<file path="config.mk">
export PLATFORM = sky130hd
export DESIGN_NAME = wb_arbiter_flat
export DESIGN_NICKNAME = d
export VERILOG_FILES = /design/src/rtl/wb_arbiter_if.sv /design/src/rtl/wb_arbiter.sv /design/src/flat_wrapper.sv
export SDC_FILE = /design/constraint.sdc
export NUM_CORES = 1
export LEC_CHECK = 0
export CAP_MARGIN = 20
export CORE_AREA = 3 3 120 122
export DETAILED_ROUTE_END_ITERATION = 10
export DIE_AREA = 0 0 123 125
export SLEW_MARGIN = 20
export SYNTH_ARGS = -nofsm -noshare
export SYNTH_HDL_FRONTEND = slang
export SYNTH_SLANG_ARGS = --single-unit
export TNS_END_PERCENT = 100
</file>
<file path="constraint.sdc">
create_clock -name wb_clk -period 1.65 [get_ports wb_clk]
set_input_delay 0.33 -clock wb_clk [delete_from_list [all_inputs] [get_ports wb_clk]]
set_output_delay 0.33 -clock wb_clk [all_outputs]
set_load 0.02 [all_outputs]
</file>
<file path="src/rtl/wb_arbiter_if.sv">
// -----------------------------------------------------------------------------
// wb_arbiter_if
// Bundle of every Wishbone classic signal around the round-robin arbiter: the
// per-master request side (m_wb_*) and the single downstream link to the bus
// mux master port (s_wb_*).
//
// Modports
//   slave  : the arbiter's view. It is the slave of the requesting masters and
//            drives the downstream link towards the mux.
//   master : the environment's view. It holds the requesting masters and the
//            mux that answers on the downstream link.
//
// Signals
//   m_wb_adr/dat [NUM_MASTERS][W]    per-master address / write data
//   m_wb_sel     [NUM_MASTERS][W/8]  per-master byte select
//   m_wb_we/cyc  [NUM_MASTERS]       per-master write enable / cycle request
//   m_wb_rdt     [NUM_MASTERS][W]    read data, non-zero only for the granted master
//   m_wb_ack/err [NUM_MASTERS]       ack / timeout error to the granted master
//   s_wb_adr/dat/sel/we/cyc          granted master's signals to the mux
//   s_wb_rdt/ack                     response from the mux
// -----------------------------------------------------------------------------
interface wb_arbiter_if #(
  parameter int NUM_MASTERS   = 2,
  parameter int WB_DATA_WIDTH = 32
);
  localparam int SW = WB_DATA_WIDTH >> 3;

  logic [WB_DATA_WIDTH-1:0] m_wb_adr [NUM_MASTERS];
  logic [WB_DATA_WIDTH-1:0] m_wb_dat [NUM_MASTERS];
  logic [SW-1:0]            m_wb_sel [NUM_MASTERS];
  logic [NUM_MASTERS-1:0]   m_wb_we;
  logic [NUM_MASTERS-1:0]   m_wb_cyc;
  logic [WB_DATA_WIDTH-1:0] m_wb_rdt [NUM_MASTERS];
  logic [NUM_MASTERS-1:0]   m_wb_ack;
  logic [NUM_MASTERS-1:0]   m_wb_err;

  logic [WB_DATA_WIDTH-1:0] s_wb_adr;
  logic [WB_DATA_WIDTH-1:0] s_wb_dat;
  logic [SW-1:0]            s_wb_sel;
  logic                     s_wb_we;
  logic                     s_wb_cyc;
  logic [WB_DATA_WIDTH-1:0] s_wb_rdt;
  logic                     s_wb_ack;

  modport slave (
    input  m_wb_adr, m_wb_dat, m_wb_sel, m_wb_we, m_wb_cyc,
    input  s_wb_rdt, s_wb_ack,
    output m_wb_rdt, m_wb_ack, m_wb_err,
    output s_wb_adr, s_wb_dat, s_wb_sel, s_wb_we, s_wb_cyc
  );

  modport master (
    output m_wb_adr, m_wb_dat, m_wb_sel, m_wb_we, m_wb_cyc,
    output s_wb_rdt, s_wb_ack,
    input  m_wb_rdt, m_wb_ack, m_wb_err,
    input  s_wb_adr, s_wb_dat, s_wb_sel, s_wb_we, s_wb_cyc
  );
endinterface

</file>
<file path="src/rtl/wb_arbiter.sv">
// -----------------------------------------------------------------------------
// wb_arbiter
// Round-robin Wishbone classic arbiter sharing the single master port of the
// SERV address-decoding bus mux among NUM_MASTERS requesters. One master is
// granted per transaction and its signals are passed straight through. Every
// transaction is followed by at least one cycle with s_wb_cyc low, which the
// mux's toggling ack register needs. A watchdog ends transactions that are
// never acked with a one-cycle error to the granted master.
//
// Ports
//   wb_clk    in   bus clock, all state on the rising edge
//   wb_rst_n  in   asynchronous active-low reset
//   bus       wb_arbiter_if.slave: per-master request side and mux link
//   grant     out  current / last granted master index (debug)
//
// Parameters
//   NUM_MASTERS     number of requesters (>= 2)
//   WB_DATA_WIDTH   data / address width, sel is WB_DATA_WIDTH/8 wide
//   TIMEOUT_CYCLES  BUSY cycles without ack before error, 0 disables watchdog
// -----------------------------------------------------------------------------
module wb_arbiter #(
  parameter int NUM_MASTERS    = 2,
  parameter int WB_DATA_WIDTH  = 32,
  parameter int TIMEOUT_CYCLES = 255
) (
  input  logic                           wb_clk,
  input  logic                           wb_rst_n,
  wb_arbiter_if.slave                    bus,
  output logic [$clog2(NUM_MASTERS)-1:0] grant
);

  localparam int GW = $clog2(NUM_MASTERS);
  // A zero timeout would give a zero-width timer, so keep at least one bit.
  localparam int TW = (TIMEOUT_CYCLES > 0) ? $clog2(TIMEOUT_CYCLES + 1) : 1;
  localparam logic [TW-1:0] TIMEOUT_VAL = TW'(TIMEOUT_CYCLES);
  // Starting "last" at the top index makes master 0 win the first tie.
  localparam logic [GW-1:0] LAST_RESET  = GW'(NUM_MASTERS - 1);

  typedef enum logic {
    IDLE,
    BUSY
  } state_e;

  state_e        state_q, state_d;
  logic [GW-1:0] grant_q, grant_d;
  logic [GW-1:0] last_q,  last_d;
  logic [TW-1:0] timer_q, timer_d;

  logic          pick_found;
  logic [GW-1:0] pick_idx;
  logic [GW-1:0] cand_idx;
  logic          timeout_hit;

  // Round-robin search: the first requester found scanning last+1, last+2, ...
  // wraps back to last itself, so a lone repeat requester is still served.
  always_comb begin
    pick_found = 1'b0;
    pick_idx   = '0;
    cand_idx   = '0;
    for (int i = 1; i <= NUM_MASTERS; i++) begin
      cand_idx = GW'((int'(last_q) + i) % NUM_MASTERS);
      if (!pick_found && bus.m_wb_cyc[cand_idx]) begin
        pick_found = 1'b1;
        pick_idx   = cand_idx;
      end
    end
  end

  assign timeout_hit = (TIMEOUT_CYCLES != 0) && (timer_q == TIMEOUT_VAL);

  // Next-state and bus routing. Outputs are combinational from state_q so an
  // asynchronous reset clears the downstream cycle without waiting for a clock.
  always_comb begin
    state_d = state_q;
    grant_d = grant_q;
    last_d  = last_q;
    timer_d = timer_q;

    bus.s_wb_adr = '0;
    bus.s_wb_dat = '0;
    bus.s_wb_sel = '0;
    bus.s_wb_we  = 1'b0;
    bus.s_wb_cyc = 1'b0;
    bus.m_wb_ack = '0;
    bus.m_wb_err = '0;
    for (int i = 0; i < NUM_MASTERS; i++) begin
      bus.m_wb_rdt[i] = '0;
    end

    unique case (state_q)
      IDLE: begin
        if (pick_found) begin
          grant_d = pick_idx;
          timer_d = '0;
          state_d = BUSY;
        end
      end

      BUSY: begin
        bus.s_wb_adr = bus.m_wb_adr[grant_q];
        bus.s_wb_dat = bus.m_wb_dat[grant_q];
        bus.s_wb_sel = bus.m_wb_sel[grant_q];
        bus.s_wb_we  = bus.m_wb_we[grant_q];
        bus.s_wb_cyc = bus.m_wb_cyc[grant_q];
        bus.m_wb_ack[grant_q] = bus.s_wb_ack;
        bus.m_wb_rdt[grant_q] = bus.s_wb_rdt;

        // Ack beats abort beats timeout; every exit passes through IDLE,
        // which produces the mandatory cyc-low gap.
        if (bus.s_wb_ack) begin
          last_d  = grant_q;
          state_d = IDLE;
        end else if (!bus.m_wb_cyc[grant_q]) begin
          last_d  = grant_q;
          state_d = IDLE;
        end else if (timeout_hit) begin
          bus.m_wb_err[grant_q] = 1'b1;
          last_d  = grant_q;
          state_d = IDLE;
        end else if (timer_q != '1) begin
          timer_d = timer_q + TW'(1);
        end
      end
    endcase
  end

  always_ff @(posedge wb_clk or negedge wb_rst_n) begin
    if (!wb_rst_n) begin
      state_q <= IDLE;
      grant_q <= '0;
      last_q  <= LAST_RESET;
      timer_q <= '0;
    end else begin
      state_q <= state_d;
      grant_q <= grant_d;
      last_q  <= last_d;
      timer_q <= timer_d;
    end
  end

  assign grant = grant_q;

endmodule

</file>
<file path="src/flat_wrapper.sv">
// flat-port wrapper written by rule: the top's interface ports become plain ports
module wb_arbiter_flat 
#(
  parameter int NUM_MASTERS    = 2,
  parameter int WB_DATA_WIDTH  = 32,
  parameter int TIMEOUT_CYCLES = 255
)
  (wb_clk, wb_rst_n, grant, bus_m_wb_adr, bus_m_wb_dat, bus_m_wb_sel, bus_m_wb_we, bus_m_wb_cyc, bus_s_wb_rdt, bus_s_wb_ack, bus_m_wb_rdt, bus_m_wb_ack, bus_m_wb_err, bus_s_wb_adr, bus_s_wb_dat, bus_s_wb_sel, bus_s_wb_we, bus_s_wb_cyc);
  wb_arbiter_if #(.NUM_MASTERS(NUM_MASTERS), .WB_DATA_WIDTH(WB_DATA_WIDTH)) bus_i ();
  input  logic wb_clk;
  input  logic wb_rst_n;
  output logic [$clog2(NUM_MASTERS)-1:0] grant;
  input wire logic [$bits(bus_i.m_wb_adr)-1:0] bus_m_wb_adr;
  input wire logic [$bits(bus_i.m_wb_dat)-1:0] bus_m_wb_dat;
  input wire logic [$bits(bus_i.m_wb_sel)-1:0] bus_m_wb_sel;
  input wire logic [$bits(bus_i.m_wb_we)-1:0] bus_m_wb_we;
  input wire logic [$bits(bus_i.m_wb_cyc)-1:0] bus_m_wb_cyc;
  input wire logic [$bits(bus_i.s_wb_rdt)-1:0] bus_s_wb_rdt;
  input wire logic [$bits(bus_i.s_wb_ack)-1:0] bus_s_wb_ack;
  output wire logic [$bits(bus_i.m_wb_rdt)-1:0] bus_m_wb_rdt;
  output wire logic [$bits(bus_i.m_wb_ack)-1:0] bus_m_wb_ack;
  output wire logic [$bits(bus_i.m_wb_err)-1:0] bus_m_wb_err;
  output wire logic [$bits(bus_i.s_wb_adr)-1:0] bus_s_wb_adr;
  output wire logic [$bits(bus_i.s_wb_dat)-1:0] bus_s_wb_dat;
  output wire logic [$bits(bus_i.s_wb_sel)-1:0] bus_s_wb_sel;
  output wire logic [$bits(bus_i.s_wb_we)-1:0] bus_s_wb_we;
  output wire logic [$bits(bus_i.s_wb_cyc)-1:0] bus_s_wb_cyc;
  assign bus_i.m_wb_adr = {>>{bus_m_wb_adr}};
  assign bus_i.m_wb_dat = {>>{bus_m_wb_dat}};
  assign bus_i.m_wb_sel = {>>{bus_m_wb_sel}};
  assign bus_i.m_wb_we = bus_m_wb_we;
  assign bus_i.m_wb_cyc = bus_m_wb_cyc;
  assign bus_i.s_wb_rdt = bus_s_wb_rdt;
  assign bus_i.s_wb_ack = bus_s_wb_ack;
  assign bus_m_wb_rdt = {>>{bus_i.m_wb_rdt}};
  assign bus_m_wb_ack = bus_i.m_wb_ack;
  assign bus_m_wb_err = bus_i.m_wb_err;
  assign bus_s_wb_adr = bus_i.s_wb_adr;
  assign bus_s_wb_dat = bus_i.s_wb_dat;
  assign bus_s_wb_sel = bus_i.s_wb_sel;
  assign bus_s_wb_we = bus_i.s_wb_we;
  assign bus_s_wb_cyc = bus_i.s_wb_cyc;
  wb_arbiter #(.NUM_MASTERS(NUM_MASTERS), .WB_DATA_WIDTH(WB_DATA_WIDTH), .TIMEOUT_CYCLES(TIMEOUT_CYCLES)) u_core (.wb_clk(wb_clk), .wb_rst_n(wb_rst_n), .bus(bus_i), .grant(grant));
endmodule
</file>
==> results of run 1 <==
## state kept, by name (all words and copies together) (netlist names)
signal,count
u_core.state_q,1
u_core.timer_q,8
u_core.grant,1
u_core.last_q,1
## worst paths after layout
path,end,cells after the start
max,bus_s_wb_dat[23],5
max reg2reg,u_core.timer_q[3]$_DFFE_PN0P_,5
min in group wb_clk,u_core.last_q$_DFFE_PN1P_,2
min reg2reg,u_core.last_q$_DFFE_PN1P_,2
min,u_core.timer_q[7]$_DFFE_PN0P_,1
max in group asynchronous,u_core.grant$_DFFE_PN0P_,1
## area by class of cell
cell class | count | share of cell area, %
Antenna cell | 1 | 0.0370
Clock buffer | 4 | 1.17
Inverter | 2 | 0.148
Multi-Input combinational cell | 251 | 33.0
Sequential cell | 11 | 4.15
Tap cell | 176 | 3.26
Timing Repair Buffer | 379 | 58.2
## power breakdown
part           switching (uW)  internal [uW]  total [uW]
sequential                105            364         469
combinational            4130           4730        8860
clock                     115            324         439
## cells in the final DEF, fill, tap and decap left out, types with 2 or more instances in the layout
cell type        Yosys  routed
clkdlybuf4s50_1      0     174
buf_6                0     101
nor2_2               0      70
buf_4                0      47
mux2i_1             72      35
and2_4               0      34
mux2i_2              0      31
and3_1              37      26
buf_2                4      25
buf_12               0      12
and3_4               0      11
dfrtp_1             10       9
clkbuf_16            0       8
nand2_1              7       7
mux2i_4              0       6
a31oi_1              5       5
dlygate4sd2_1        0       5
buf_8                0       4
and4_1               3       3
buf_16               0       2
clkbuf_2             0       2
## metal layers
metal | up-vias | routed length (microns) | track usage [%] | share of wire (%)
li1 | 1739 | - | - | -
met1 | 1670 | 5870 | 19.1 | 38
met2 | 142 | 7990 | 32.4 | 52
met3 | 20 | 1280 | 4.20 | 8.3
met4 | 2 | 300 | 3.71 | 1.9
met5 | - | 17 | 0 | 0.11
## critical path: stages (launching register included)
cell and delay (ps):
dfrtp_4 550, clkbuf_16 200, buf_16 150, mux2i_4 180, nor2_2 100, buf_6 130
## kinds of logic after synthesis
kind of cell | share of synthesized area [%]
simple gates | 39.8
xor+xnor | 0.419
buf+inv | 5.81
flops | 13.2
compound gates | 5.69
mux | 34.5
fa+ha+maj | 0.598
## stage by stage
stage	worst slack [ps]	std cells
after CTS	-294	807
after floorplan	-37.0	293
final	-239	824
after detailed placement	-480	794
after global placement	-484	794
after global routing	-286	823
## timing repair
action | 4_1_cts | 5_1_grt
gates cloned | 2 | 7
setup endpoints to repair | 148 | 149
pin swaps | 4 | 31
resized for setup | 578 | 246
setup buffers | 7 | 11
==> impl_metrics.env, run 1 <==
export IMPL_outcome="finished, violations left"
export IMPL_failed_checks="setup timing"
export IMPL_gp_congestion=0.858
export IMPL_die_area_sq_um=15400
export IMPL_min_period_ps=1890
export IMPL_seqCellArea_sq_um=280
export IMPL_yosys_warnings=0
export IMPL_synth_distinct_cells=33
export IMPL_slew_viol_final=0
export IMPL_async_flop_share_pct=100
export IMPL_fillCellCount=1241
export IMPL_holdWs_ps=427
export IMPL_io_buffer_count=313
export IMPL_critPathLaunch="u_core.grant$_DFFE_PN0P_"
export IMPL_clockBufferDepth=2
export IMPL_gr_total_overflow=0
export IMPL_synth_main_ff_cell="dfrtp_1"
export IMPL_viasPerCell=4.34
export IMPL_grt_max_degree=36
export IMPL_power_total_uw=9770
export IMPL_hp_class="in2async"
export IMPL_vias=3573
export IMPL_peakVddDrop_uv=500
export IMPL_nets=824
export IMPL_start_util_pct=15.7
export IMPL_yosysSeqAreaShare_pct=13.2
export IMPL_synth_top_area_cell="mux2i_1"
export IMPL_htree_num_levels=1
export IMPL_worstMarginPinSlew_ps=490
export IMPL_crit_fanout=7
export IMPL_clk_latency_ps=240
export IMPL_core_area_sq_um=13300
export IMPL_worstSetupPathType="reg2out"
export IMPL_syn_area_sq_um=2090
export IMPL_synth_common_cells="mux2i_1, nor2_1, and3_1"
export IMPL_fin_skew_ps=3.45
export IMPL_crit_reg2reg_launch="u_core.grant$_DFFE_PN0P_"
export IMPL_dpl_cell_area_sq_um=5970
export IMPL_grt_pass1_vias=3543
export IMPL_p_leak_uw=0.00308
export IMPL_crit_arrival_ps=1560
export IMPL_netlist_area_leader_share_pct=34.5
export IMPL_layout_setup_ws_ps=-239
export IMPL_clk_pin_slew_ps=40
export IMPL_cts_root_buf="clkbuf_16"
export IMPL_worstPathRequired_ps=1320
export IMPL_grt_first_pass_wirelength_mm=20.9
export IMPL_routed_wl_mm=15.5
export IMPL_maxCapViolations=0
export IMPL_finalSetupViolations=149
export IMPL_chipWidth_microns=123
export IMPL_design_area_sq_um=6760
export IMPL_wl_per_cell_microns=18.8
export IMPL_rows=42
export IMPL_clock_sinks=11
export IMPL_antenna_found_initial=1
export IMPL_first_pass_iters=4
export IMPL_grtUsageTotal_pct=17.1
export IMPL_syn_nets=469
export IMPL_cts_tree="yes"
export IMPL_r2r_slack_ps=-210
export IMPL_rsz0062_at_grt="yes"
export IMPL_finalHoldViolCount=0
export IMPL_syn2layout_area_growth_pct=223
export IMPL_cts_made_buffers=3
export IMPL_drc_errors=0
export IMPL_final_util_pct=50.8
export IMPL_critPathCaptureType="output port"
export IMPL_cellPowerDensity_nw_per_um2=1450
export IMPL_finalCritPeriodShare_pct=115
export IMPL_syn_avg_cell_area_sq_um=7.14
export IMPL_ioPinCount=314
export IMPL_startpoint_type="register"
export IMPL_drtIter0Drc=120
export IMPL_synth_edff_count=0
export IMPL_hpwlAfterDp_mm=12.0
export IMPL_synthTopCellsByArea="mux2i_1, nor2_1, dfrtp_1, and3_1, and2_1"
export IMPL_slew_headroom_pct=67.2
export IMPL_max_freq_mhz=529
export IMPL_multi_input_area_sq_um=2230
export IMPL_synth_most_common_cell="mux2i_1"
export IMPL_fin_tns_setup_ps=-23390
export IMPL_die_y_microns=125
export IMPL_ctsHoldBuffers=0
export IMPL_antenna_left=0
export IMPL_synth_cells=293
export IMPL_synth_seq_cells=11
export IMPL_drive_above_1_share_pct=56.4
Power figures use the tool's default switching activity.
==> inputs of run 2 (changes only) <==
--- a/config.mk
+++ b/config.mk
@@ -9,7 +9,7 @@
 export CORE_AREA = 3 3 120 122
 export DETAILED_ROUTE_END_ITERATION = 10
 export DIE_AREA = 0 0 123 125
-export SLEW_MARGIN = 20
+export MAX_ROUTING_LAYER = met4
 export SYNTH_ARGS = -nofsm -noshare
 export SYNTH_HDL_FRONTEND = slang
 export SYNTH_SLANG_ARGS = --single-unit
==> impl_metrics.env, run 2 (same netlist as run 1, synthesis figures left out) <==
export IMPL_outcome="finished, violations left"
export IMPL_failed_checks="setup timing"
export IMPL_cellPowerDensity_nw_per_um2=1450
export IMPL_holdWs_ps=431
export IMPL_antenna_left=0
export IMPL_largest_reg_flops=8
export IMPL_power_total_uw=9740
export IMPL_power_frac_seq_pct=4.8
export IMPL_finalCritPeriodShare_pct=115
export IMPL_rows=42
export IMPL_ioPinCount=314
export IMPL_swShare_pct=44.6
export IMPL_die_y_microns=125
export IMPL_peakVddDrop_uv=496
export IMPL_antenna_found_initial=1
export IMPL_worstMarginPinSlew_ps=497
export IMPL_final_cell_mix="clkdlybuf4s50_1, buf_6, nor2_2, buf_4, mux2i_1"
export IMPL_critPathCaptureType="output port"
export IMPL_slew_viol_final=0
export IMPL_startpoint_type="register"
export IMPL_r2r_slack_ps=-210
export IMPL_combPwrFrac_pct=90.7
export IMPL_clk_latency_ps=240
export IMPL_syn2layout_area_growth_pct=222
export IMPL_clockBufferDepth=2
export IMPL_drc_errors=0
export IMPL_worstPathRequired_ps=1320
export IMPL_worst_path_stages=5
export IMPL_wl_per_cell_microns=18.8
export IMPL_fin_skew_ps=2.98
export IMPL_p_leak_uw=0.00308
export IMPL_max_freq_mhz=529
export IMPL_die_area_sq_um=15400
export IMPL_crit_reg2reg_launch="u_core.grant$_DFFE_PN0P_"
export IMPL_crit_arrival_ps=1560
export IMPL_cts_made_buffers=3
export IMPL_io_buffer_count=313
export IMPL_slowest_stage="dfrtp_4"
export IMPL_final_common_cell="clkdlybuf4s50_1"
export IMPL_drtIter0Drc=95
export IMPL_hpwlAfterDp_mm=12.0
export IMPL_cts_root_buf="clkbuf_16"
export IMPL_slew_headroom_pct=66.8
export IMPL_finalHoldViolCount=0
export IMPL_clkPwrFrac_pct=4.5
export IMPL_r2r_cells=5
export IMPL_gr_total_overflow=0
export IMPL_design_area_sq_um=6740
export IMPL_start_util_pct=15.7
export IMPL_grt_first_pass_wirelength_mm=21.0
export IMPL_path_cells="clkbuf_16 > buf_16 > mux2i_4 > nor2_2 > buf_6"
export IMPL_drive_above_1_share_pct=56.1
export IMPL_maxCapViolations=0
export IMPL_htree_num_levels=1
export IMPL_first_pass_iters=4
export IMPL_worstSetupPathType="reg2out"
export IMPL_routed_wl_mm=15.5
export IMPL_cts_tree="yes"
export IMPL_gp_congestion=0.872
export IMPL_p_int_uw=5400
export IMPL_viasPerCell=4.33
export IMPL_min_period_ps=1890
export IMPL_switching_power_uw=4350
export IMPL_clk_pin_slew_ps=40
export IMPL_fillCellCount=1247
export IMPL_grt_pass1_vias=3538
export IMPL_path_delay_family="flip-flops"
export IMPL_grt_max_degree=36
export IMPL_core_area_sq_um=13300
export IMPL_timing_rr_end="u_core.timer_q[3]$_DFFE_PN0P_"
export IMPL_layout_setup_ws_ps=-241
export IMPL_rsz0062_at_grt="yes"
export IMPL_grtUsageTotal_pct=17.7
export IMPL_dpl_cell_area_sq_um=5970
export IMPL_path_buf_inv=3
export IMPL_vias=3566
export IMPL_clock_sinks=11
export IMPL_max_stage_delay_ps=550
export IMPL_hp_class="in2async"
export IMPL_chipWidth_microns=123
export IMPL_nets=824
export IMPL_crit_fanout=7
export IMPL_finalSetupViolations=149
export IMPL_regMostFlops="u_core.timer_q"
==> run 2: cell count changes in the layout (fill, tap and decap cells not counted) <==
cell | previous run | this run
buf_4 | 47 | 49
buf_6 | 101 | 99
mux2i_1 | 35 | 37
mux2i_2 | 31 | 29
==> run 2: worst max-delay path by stage <==
stage	slack [ps]	from	endpoint
after floorplan	-40	u_core.grant$_DFFE_PN0P_	u_core.timer_q[2]$_DFFE_PN0P_
after global placement	-480	bus_s_wb_ack	bus_m_wb_err[1]
after detailed placement	-480	bus_s_wb_ack	bus_m_wb_err[1]
after CTS	-290	u_core.grant$_DFFE_PN0P_	bus_s_wb_dat[3]
after global routing	-290	u_core.grant$_DFFE_PN0P_	u_core.timer_q[3]$_DFFE_PN0P_
final	-240	u_core.grant$_DFFE_PN0P_	bus_s_wb_dat[23]
==> run 2: final cells by class <==
| cell class | count | area [sq um] | share of cell area (%) |
|---|---|---|---|
| clock buffer | 4 | 78.8 | 1.17 |
| antenna | 1 | 2.50 | 0.0371 |
| tap | 176 | 220 | 3.27 |
| timing repair buffer | 379 | 3930 | 58.3 |
| sequential | 11 | 280 | 4.16 |
| inverter | 2 | 10.0 | 0.149 |
| multi-input combinational | 251 | 2220 | 33.0 |
==> run 2: per-stage QoR <==
stage               cells  worst slack (ps)  utilization, %  TNS, ps
finish                824              -241            50.7   -23580
floorplan             293             -37.0               -     -176
detailed placement    794              -480            44.9   -43820
CTS                   807              -294            44.9   -19650
global route          824              -286            50.7   -29940
global placement      794              -484            44.9   -42190
==> run 2: layer usage <==
layer / GRT usage [%] / vias up / share of wire (%)
met1: 19.3 / 1663 / 38
li1: - / 1738 / -
met2: 32.4 / 145 / 52
met5: - / - / 0
met4: 3.52 / 0 / 2.0
met3: 4.11 / 20 / 8.1
==> run 2: what timing repair did <==
action	4_1_cts	5_1_grt
gates cloned	2	7
pin swaps	4	31
hold buffers	0	0
gates resized for setup	578	242
buffers inserted	7	11
setup endpoints to repair	148	149
==> run 2: power by group through the flow <==
stage	logic [uW]	registers [uW]	clock network (uW)
finish	8840	469	436
global placement	7160	429	0
global route	9250	482	462
CTS	7260	439	446
floorplan	3740	421	0
detailed placement	7230	439	0
==> inputs of run 3 (changes only) <==
--- a/config.mk
+++ b/config.mk
@@ -5,7 +5,7 @@
 export SDC_FILE = /design/constraint.sdc
 export NUM_CORES = 1
 export LEC_CHECK = 0
-export CAP_MARGIN = 20
+export CAP_MARGIN = 25
 export CORE_AREA = 3 3 120 122
 export DETAILED_ROUTE_END_ITERATION = 10
 export DIE_AREA = 0 0 123 125
==> results of run 3 <==
Same layout as run 2: the final DEF is identical, and so are final timing and power.
